[config.mk]
export PLATFORM = sky130hd
export DESIGN_NAME = prog_loader_flat
export DESIGN_NICKNAME = d
export VERILOG_FILES = /design/src/rtl/prog_loader_pkg.sv /design/src/rtl/prog_loader_if.sv /design/src/rtl/prog_loader_uart_rx_core.sv /design/src/rtl/prog_loader.sv /design/src/flat_wrapper.sv
export SDC_FILE = /design/constraint.sdc
export NUM_CORES = 1
export LEC_CHECK = 0
export CORE_ASPECT_RATIO = 0.6
export CORE_MARGIN = 2
export CORE_UTILIZATION = 58
export CTS_CLUSTER_DIAMETER = 40
export DETAILED_ROUTE_END_ITERATION = 16
export HOLD_SLACK_MARGIN = 0.1
export PLACE_DENSITY = 0.8
export SLEW_MARGIN = 0
export SYNTH_ARGS = -nofsm -noshare
export SYNTH_HDL_FRONTEND = slang
export SYNTH_SLANG_ARGS = --single-unit
[constraint.sdc]
create_clock -name clk -period 3.5 [get_ports clk]
set_clock_uncertainty 0.1 [all_clocks]
set_input_delay 0.7 -clock clk [delete_from_list [all_inputs] [get_ports clk]]
set_output_delay 0.7 -clock clk [all_outputs]
set_load 0.02 [all_outputs]
[src/rtl/prog_loader_pkg.sv]
// prog_loader_pkg
//   Shared types and helpers for the UART program loader.
//   - loader_state_t : loader FSM states (IDLE, LOAD, FINISH)
//   - rx_state_t     : UART receiver FSM states
//   - baud_div()     : clock cycles per UART bit, truncating division
package prog_loader_pkg;

  typedef enum logic [1:0] {
    IDLE,
    LOAD,
    FINISH
  } loader_state_t;

  typedef enum logic [1:0] {
    RX_IDLE,
    RX_START,
    RX_DATA,
    RX_STOP
  } rx_state_t;

  function automatic int baud_div(input int clk_hz, input int baud);
    return clk_hz / baud;
  endfunction

endpackage

[src/rtl/prog_loader_if.sv]
// prog_loader_if
//   Bundles the loader's board-facing signals: the UART line, the load
//   request, the program RAM write port, the CPU hold and the status flags.
//   - slave  : the loader itself (consumes rxd/load_req, drives the rest)
//   - master : whatever sits on the other side (board pins, RAM, CPU, bench)
interface prog_loader_if #(
  parameter int ADDR_WIDTH = 4,
  parameter int PROG_WIDTH = 8
);
  logic                  rxd;
  logic                  load_req;
  logic                  cpu_hold;
  logic                  we;
  logic [ADDR_WIDTH-1:0] waddr;
  logic [PROG_WIDTH-1:0] wdata;
  logic                  busy;
  logic                  done;
  logic                  frame_err;

  modport slave (
    input  rxd, load_req,
    output cpu_hold, we, waddr, wdata, busy, done, frame_err
  );

  modport master (
    output rxd, load_req,
    input  cpu_hold, we, waddr, wdata, busy, done, frame_err
  );
endinterface

[src/rtl/prog_loader_uart_rx_core.sv]
// uart_rx_core
//   8N1 UART receiver: 2-flop synchronizer, baud counter and receive FSM.
//   Ports:
//     clk, RST        : clock, synchronous active-high reset
//     rxd             : raw asynchronous serial input, idle high
//     enable          : receiver only runs while high; otherwise held idle
//     flush           : drops any frame in progress and returns to idle
//     byte_valid      : one-cycle pulse, byte_data holds the received byte
//     byte_data[7:0]  : last received byte (LSB first on the wire)
//     frame_err_pulse : one-cycle pulse when the stop bit samples low
module uart_rx_core
  import prog_loader_pkg::*;
#(
  parameter int CLK_HZ = 50_000_000,
  parameter int BAUD   = 9600
) (
  input  logic       clk,
  input  logic       RST,
  input  logic       rxd,
  input  logic       enable,
  input  logic       flush,
  output logic       byte_valid,
  output logic [7:0] byte_data,
  output logic       frame_err_pulse
);

  localparam int DIV  = baud_div(CLK_HZ, BAUD);
  localparam int HALF = DIV / 2;
  localparam int CW   = (DIV > 1) ? $clog2(DIV) : 1;
  localparam logic [CW-1:0] CNT_LAST  = CW'(DIV - 1);
  localparam logic [CW-1:0] HALF_LAST = CW'(HALF - 1);

  logic [1:0] sync_q;
  logic [1:0] sync_d;
  logic       rxd_prev_q;
  logic       rxd_prev_d;
  logic       rxd_s;
  logic       rxd_fall;

  rx_state_t  state_q;
  logic [CW-1:0] cnt_q;
  logic [2:0] bit_q;
  logic [7:0] shift_q;
  logic       byte_valid_q;
  logic       frame_err_q;

  // Synchronizer chain; rxd_prev tracks the synchronized line for edge detect.
  always_comb begin
    sync_d     = {sync_q[0], rxd};
    rxd_prev_d = sync_q[1];
  end

  always_ff @(posedge clk) begin
    if (RST) begin
      sync_q     <= 2'b11;
      rxd_prev_q <= 1'b1;
    end else begin
      sync_q     <= sync_d;
      rxd_prev_q <= rxd_prev_d;
    end
  end

  assign rxd_s    = sync_q[1];
  assign rxd_fall = rxd_prev_q & ~rxd_s;

  always_ff @(posedge clk) begin
    if (RST) begin
      state_q      <= RX_IDLE;
      cnt_q        <= '0;
      bit_q        <= '0;
      shift_q      <= '0;
      byte_valid_q <= 1'b0;
      frame_err_q  <= 1'b0;
    end else begin
      byte_valid_q <= 1'b0;
      frame_err_q  <= 1'b0;
      if (flush || !enable) begin
        state_q <= RX_IDLE;
        cnt_q   <= '0;
      end else begin
        case (state_q)
          RX_IDLE: begin
            if (rxd_fall) begin
              state_q <= RX_START;
              cnt_q   <= '0;
            end
          end
          // Re-check the line half a bit in; a short low pulse is a glitch.
          RX_START: begin
            if (cnt_q == HALF_LAST) begin
              cnt_q   <= '0;
              bit_q   <= '0;
              state_q <= rxd_s ? RX_IDLE : RX_DATA;
            end else begin
              cnt_q <= cnt_q + CW'(1);
            end
          end
          RX_DATA: begin
            if (cnt_q == CNT_LAST) begin
              cnt_q   <= '0;
              shift_q <= {rxd_s, shift_q[7:1]};
              bit_q   <= bit_q + 3'd1;
              if (bit_q == 3'd7) state_q <= RX_STOP;
            end else begin
              cnt_q <= cnt_q + CW'(1);
            end
          end
          RX_STOP: begin
            if (cnt_q == CNT_LAST) begin
              cnt_q   <= '0;
              state_q <= RX_IDLE;
              if (rxd_s) byte_valid_q <= 1'b1;
              else       frame_err_q  <= 1'b1;
            end else begin
              cnt_q <= cnt_q + CW'(1);
            end
          end
          default: state_q <= RX_IDLE;
        endcase
      end
    end
  end

  assign byte_valid      = byte_valid_q;
  assign byte_data       = shift_q;
  assign frame_err_pulse = frame_err_q;

endmodule

[src/rtl/prog_loader.sv]
// prog_loader
//   Loads a program over UART into the program RAM and holds the CPU in
//   reset until every word has been written.
//   Ports:
//     clk, RST : clock, synchronous active-high reset
//     bus      : prog_loader_if.slave
//                rxd/load_req in; cpu_hold, we/waddr/wdata (RAM write
//                port), busy, done (sticky), frame_err (sticky) out
module prog_loader
  import prog_loader_pkg::*;
#(
  parameter int CLK_HZ     = 50_000_000,
  parameter int BAUD       = 9600,
  parameter int ADDR_WIDTH = 4,
  parameter int PROG_WIDTH = 8
) (
  input logic         clk,
  input logic         RST,
  prog_loader_if.slave bus
);

  localparam logic [ADDR_WIDTH-1:0] LAST_ADDR = '1;

  logic       byte_valid;
  logic [7:0] byte_data;
  logic       frame_err_pulse;
  logic       rx_enable;

  loader_state_t         state_q;
  logic [ADDR_WIDTH-1:0] ptr_q;
  logic                  last_q;
  logic                  we_q;
  logic [ADDR_WIDTH-1:0] waddr_q;
  logic [PROG_WIDTH-1:0] wdata_q;
  logic                  busy_q;
  logic                  cpu_hold_q;
  logic                  done_q;
  logic                  frame_err_q;

  assign rx_enable = (state_q == LOAD);

  // load_req doubles as the receiver flush so a restart drops partial bytes.
  uart_rx_core #(
    .CLK_HZ(CLK_HZ),
    .BAUD  (BAUD)
  ) u_rx (
    .clk            (clk),
    .RST            (RST),
    .rxd            (bus.rxd),
    .enable         (rx_enable),
    .flush          (bus.load_req),
    .byte_valid     (byte_valid),
    .byte_data      (byte_data),
    .frame_err_pulse(frame_err_pulse)
  );

  always_ff @(posedge clk) begin
    if (RST) begin
      state_q     <= IDLE;
      ptr_q       <= '0;
      last_q      <= 1'b0;
      we_q        <= 1'b0;
      waddr_q     <= '0;
      wdata_q     <= '0;
      busy_q      <= 1'b0;
      cpu_hold_q  <= 1'b0;
      done_q      <= 1'b0;
      frame_err_q <= 1'b0;
    end else begin
      we_q <= 1'b0;
      // A load request starts or restarts from any state and beats a
      // byte_valid arriving in the same cycle.
      if (bus.load_req) begin
        state_q     <= LOAD;
        ptr_q       <= '0;
        last_q      <= 1'b0;
        waddr_q     <= '0;
        busy_q      <= 1'b1;
        cpu_hold_q  <= 1'b1;
        done_q      <= 1'b0;
        frame_err_q <= 1'b0;
      end else begin
        case (state_q)
          IDLE: ;
          LOAD: begin
            // last_q marks the cycle of the final write; leaving LOAD only
            // afterwards keeps we confined to LOAD.
            if (last_q) begin
              state_q <= FINISH;
              last_q  <= 1'b0;
            end else begin
              if (frame_err_pulse) frame_err_q <= 1'b1;
              if (byte_valid) begin
                we_q    <= 1'b1;
                wdata_q <= PROG_WIDTH'(byte_data);
                waddr_q <= ptr_q;
                if (ptr_q == LAST_ADDR) last_q <= 1'b1;
                else                    ptr_q  <= ptr_q + 1'b1;
              end
            end
          end
          FINISH: begin
            state_q    <= IDLE;
            busy_q     <= 1'b0;
            cpu_hold_q <= 1'b0;
            done_q     <= 1'b1;
            waddr_q    <= '0;
            ptr_q      <= '0;
          end
          default: state_q <= IDLE;
        endcase
      end
    end
  end

  assign bus.we        = we_q;
  assign bus.waddr     = waddr_q;
  assign bus.wdata     = wdata_q;
  assign bus.busy      = busy_q;
  assign bus.cpu_hold  = cpu_hold_q;
  assign bus.done      = done_q;
  assign bus.frame_err = frame_err_q;

endmodule

[src/flat_wrapper.sv]
// flat-port wrapper written by rule: the top's interface ports become plain ports
module prog_loader_flat import prog_loader_pkg::*;
#(
  parameter int CLK_HZ     = 50_000_000,
  parameter int BAUD       = 9600,
  parameter int ADDR_WIDTH = 4,
  parameter int PROG_WIDTH = 8
)
  (clk, RST, bus_rxd, bus_load_req, bus_cpu_hold, bus_we, bus_waddr, bus_wdata, bus_busy, bus_done, bus_frame_err);
  prog_loader_if #(.ADDR_WIDTH(ADDR_WIDTH), .PROG_WIDTH(PROG_WIDTH)) bus_i ();
  input logic clk;
  input logic RST;
  input wire logic [$bits(bus_i.rxd)-1:0] bus_rxd;
  input wire logic [$bits(bus_i.load_req)-1:0] bus_load_req;
  output wire logic [$bits(bus_i.cpu_hold)-1:0] bus_cpu_hold;
  output wire logic [$bits(bus_i.we)-1:0] bus_we;
  output wire logic [$bits(bus_i.waddr)-1:0] bus_waddr;
  output wire logic [$bits(bus_i.wdata)-1:0] bus_wdata;
  output wire logic [$bits(bus_i.busy)-1:0] bus_busy;
  output wire logic [$bits(bus_i.done)-1:0] bus_done;
  output wire logic [$bits(bus_i.frame_err)-1:0] bus_frame_err;
  assign bus_i.rxd = bus_rxd;
  assign bus_i.load_req = bus_load_req;
  assign bus_cpu_hold = bus_i.cpu_hold;
  assign bus_we = bus_i.we;
  assign bus_waddr = bus_i.waddr;
  assign bus_wdata = bus_i.wdata;
  assign bus_busy = bus_i.busy;
  assign bus_done = bus_i.done;
  assign bus_frame_err = bus_i.frame_err;
  prog_loader #(.CLK_HZ(CLK_HZ), .BAUD(BAUD), .ADDR_WIDTH(ADDR_WIDTH), .PROG_WIDTH(PROG_WIDTH)) u_core (.clk(clk), .RST(RST), .bus(bus_i));
endmodule
==> results by group <==
Synthesis
  • Post-Synthesis Cells: roughly 260
  • Post-synthesis sequential area ratio: between 40% and 50%
  • Post-synth ARST share: 0%
  • #FFs+latches synth: 54
  • Net count after synthesis: 270
  • Syn Area/Cell: between 9 and 10 um^2
  • Post-synth EDFFs: 0
  • Yosys top cell by area: dfxtp_1
  • Most common cell in the netlist: dfxtp_1
  • Main synth FF type: dfxtp_1
  • Yosys cell types: 51
  • Top cells by count, synth: dfxtp_1 (54), nor2_1 (42), mux2i_1 (19)
  • Synth warnings: 0
  • Ranking of synthesized cells by area: dfxtp_1 (45%), mux2i_1 (7.9%), nor2_1 (6.5%)
  • Synth Cell Area: between 2000 and 2500 um^2
  • Top cell type's share of synthesized area: between 40 and 50%

Setup path
  • CP Class: reg2reg
  • Crit start category: flip-flop
  • CP Buf/Inv Count: 1
  • Cell Chain, Critical Path: or4b_4, nor4_4, o32ai_1, buf_4, or3b_1, a31oi_1
  • Crit path largest cell delay: approximately 0.55 ns
  • Crit-path slowest cell: nor4_4
  • Crit path required time: around 3.6 ns
  • CP Capture Type: flip-flop
  • CP max FO: 8
  • Family with the most delay on the worst path: simple AND/OR/NAND/NOR gates
  • Worst path arrival time: approximately 2.5 ns
  • R2r setup slk: 1.14 ns

Global route
  • First-pass GRT wire length: 7800 um
  • Initial antenna violation count: 0
  • Total Routing Usage GR: around 22%
  • Pin count of the biggest net entering global routing: 32
  • Vias in the first global route: between 1500 and 2000
  • Total grt overflow: 0

STA
  • Fmax: ~420 MHz
  • Tmin final: 2.36 ns
  • Unrepaired setup endpoints after global routing: false
  • Final setup fails: 0
  • Worst-margin pin slew: roughly 0.9 ns
  • Setup TNS: 0 ns
  • Endpoints failing hold: 0
  • Final setup margin: around 1.1 ns
  • Max-slew violation count: 0
  • Period utilisation layout: 67.3%
  • Relative max-transition margin: 41.4%

Clock tree
  • Clock tree buffer depth: 2
  • Setup Buffers After CTS: 0
  • CTS Buf Count: 5
  • Post_cts resized: 0
  • Skew-Pair Late Insertion Delay: about 0.32 ns
  • CTS H-tree depth: 2
  • CTS Sinks: 54
  • CTS tree: built
  • Clk root buf: clkbuf_8
  • Clock-pin slew on the worst setup and hold paths: 0.09 ns
  • # hold bufs at CTS: 0

Placed design
  • Number of I/O port buffers: 20
  • Hpwl dp: ~3400 um
  • Final GP Congestion: ~0.89
  • Inst Count DP: roughly 320
  • Post-Place Setup Slack: 0.976 ns

Pwr
  • Max VDD drop: approximately 0.23 mV
  • Power Dens Cells: about 380 nW/um^2
  • Pleak: 0.000978 uW

Final layout
  • Fin nets: 291
  • FILL cells: ~330
  • Syn-to-layout area delta: 14.4%
  • Post-Layout Cell Count: ~330
  • Layout cell share with drive strength beyond 1: 9.68%
  • ANT cells: 0

Detailed routing
  • DR pass1 iterations: 4
  • Total vias in the final route: 1861
  • Detail Route Antenna Nets: 0
  • DRC errors left: 0
  • Routed length per instance: roughly 14 um
  • Vias per cell: roughly 5.7
  • Initial DRC Count: 103
  • DRT Wirelength: 4730 um

Floorplanning
  • Site Rows: 18
  • Die Ht: around 54 um
  • Full die area: 4730 um^2
  • Starting Density: between 50% and 60%
  • Core ar.: 4050 um^2
  • IO Count: 21
  • Die W: 87.4 um

Flow run
  • Max-Cap Viols: 0

Run status
  • Status: finished clean

Hold path
  • Hold Crit Class: reg2reg
==> layout make-up <==
type / instances / area [um^2] / share of cell area (%)
repair buffers: 23 / 223 / 8.04
clock inverters: 3 / 40.0 / 1.45
well taps: 50 / 62.6 / 2.26
flip-flops and latches: 54 / 1080 / 39.0
inverters: 8 / 30.0 / 1.08
clock buffers: 5 / 68.8 / 2.48
multi-input cells: 186 / 1260 / 45.7
==> worst reg2reg max path: stages, from the launching register on <==
cell and delay (ns):
dfxtp_1 0.48, or4b_4 0.54, nor4_4 0.55, o32ai_1 0.16, buf_4 0.19, or3b_1 0.16, a31oi_1 0.07
==> logic make-up (layout without fill, tap and decap cells) <==
group	Yosys count	count (layout)	share of synthesized area, %
compound gates	31	31	9.76
xor+xnor	10	10	3.62
fa+ha+maj	9	9	4.65
buf+inv	17	39	3.15
flops	54	54	44.6
mux	19	19	7.85
simple gates	117	117	26.3
==> layout by cell type, fill, tap and decap left out, types with 7 or more instances in the layout <==
master,netlist,final
a21oi_1,9,9
clkdlybuf4s50_1,0,20
dfxtp_1,54,54
ha_1,9,9
inv_1,8,8
mux2i_1,19,19
nand2_1,16,16
nand2b_1,8,8
nand3_1,9,9
nor2_1,42,42
nor3_1,7,7
xnor2_1,7,7
==> stage by stage <==
stage / util, % / instance area (um^2) / power [uW] / hold slack [ns]
2_1_floorplan: - / 2420 / 657 / 0.289
3_3_place_gp: 65.6 / 2660 / 668 / 0.291
3_5_place_dp: 65.6 / 2660 / 668 / 0.302
4_1_cts: 68.3 / 2770 / 1070 / 0.328
5_1_grt: 68.3 / 2770 / 1110 / 0.341
6_report: 68.3 / 2770 / 1060 / 0.322
==> metal layers <==
layer	vias up	GRT usage [%]	share of wire (%)
met5	-	0	0
met4	0	6.67	1.1
li1	941	-	-
met1	884	31.2	53
met2	31	31.4	42
met3	5	7.36	4.7
==> registers in the layout (all words and copies together), names as in the netlist, 2 cells and up, named ones only <==
signal,cells
u_core.bus.waddr,4
u_core.bus.wdata,8
u_core.ptr_q,4
u_core.state_q,2
u_core.u_rx.bit_q,3
u_core.u_rx.byte_data,8
u_core.u_rx.cnt_q,13
u_core.u_rx.sync_q,2
==> power breakdown <==
group / internal [uW] / leakage (uW) / switching [uW]
Combinational: 12.6 / 0.000484 / 21.7
Sequential: 617 / 0.000436 / 2.43
Clock: 211 / 0.0000579 / 199
==> final timing paths <==
| check | start | cells past startpoint | endpoint |
|---|---|---|---|
| worst max-delay path | u_core.u_rx.cnt_q[10] | 6 | u_core.u_rx.cnt_q[11] |
| worst min-delay path | u_core.u_rx.sync_q[0] | 1 | u_core.u_rx.sync_q[1] |
| worst min register to register | u_core.u_rx.sync_q[0] | 1 | u_core.u_rx.sync_q[1] |
| worst max register to register | u_core.u_rx.cnt_q[10] | 6 | u_core.u_rx.cnt_q[11] |
Power figures use the tool's default switching activity.
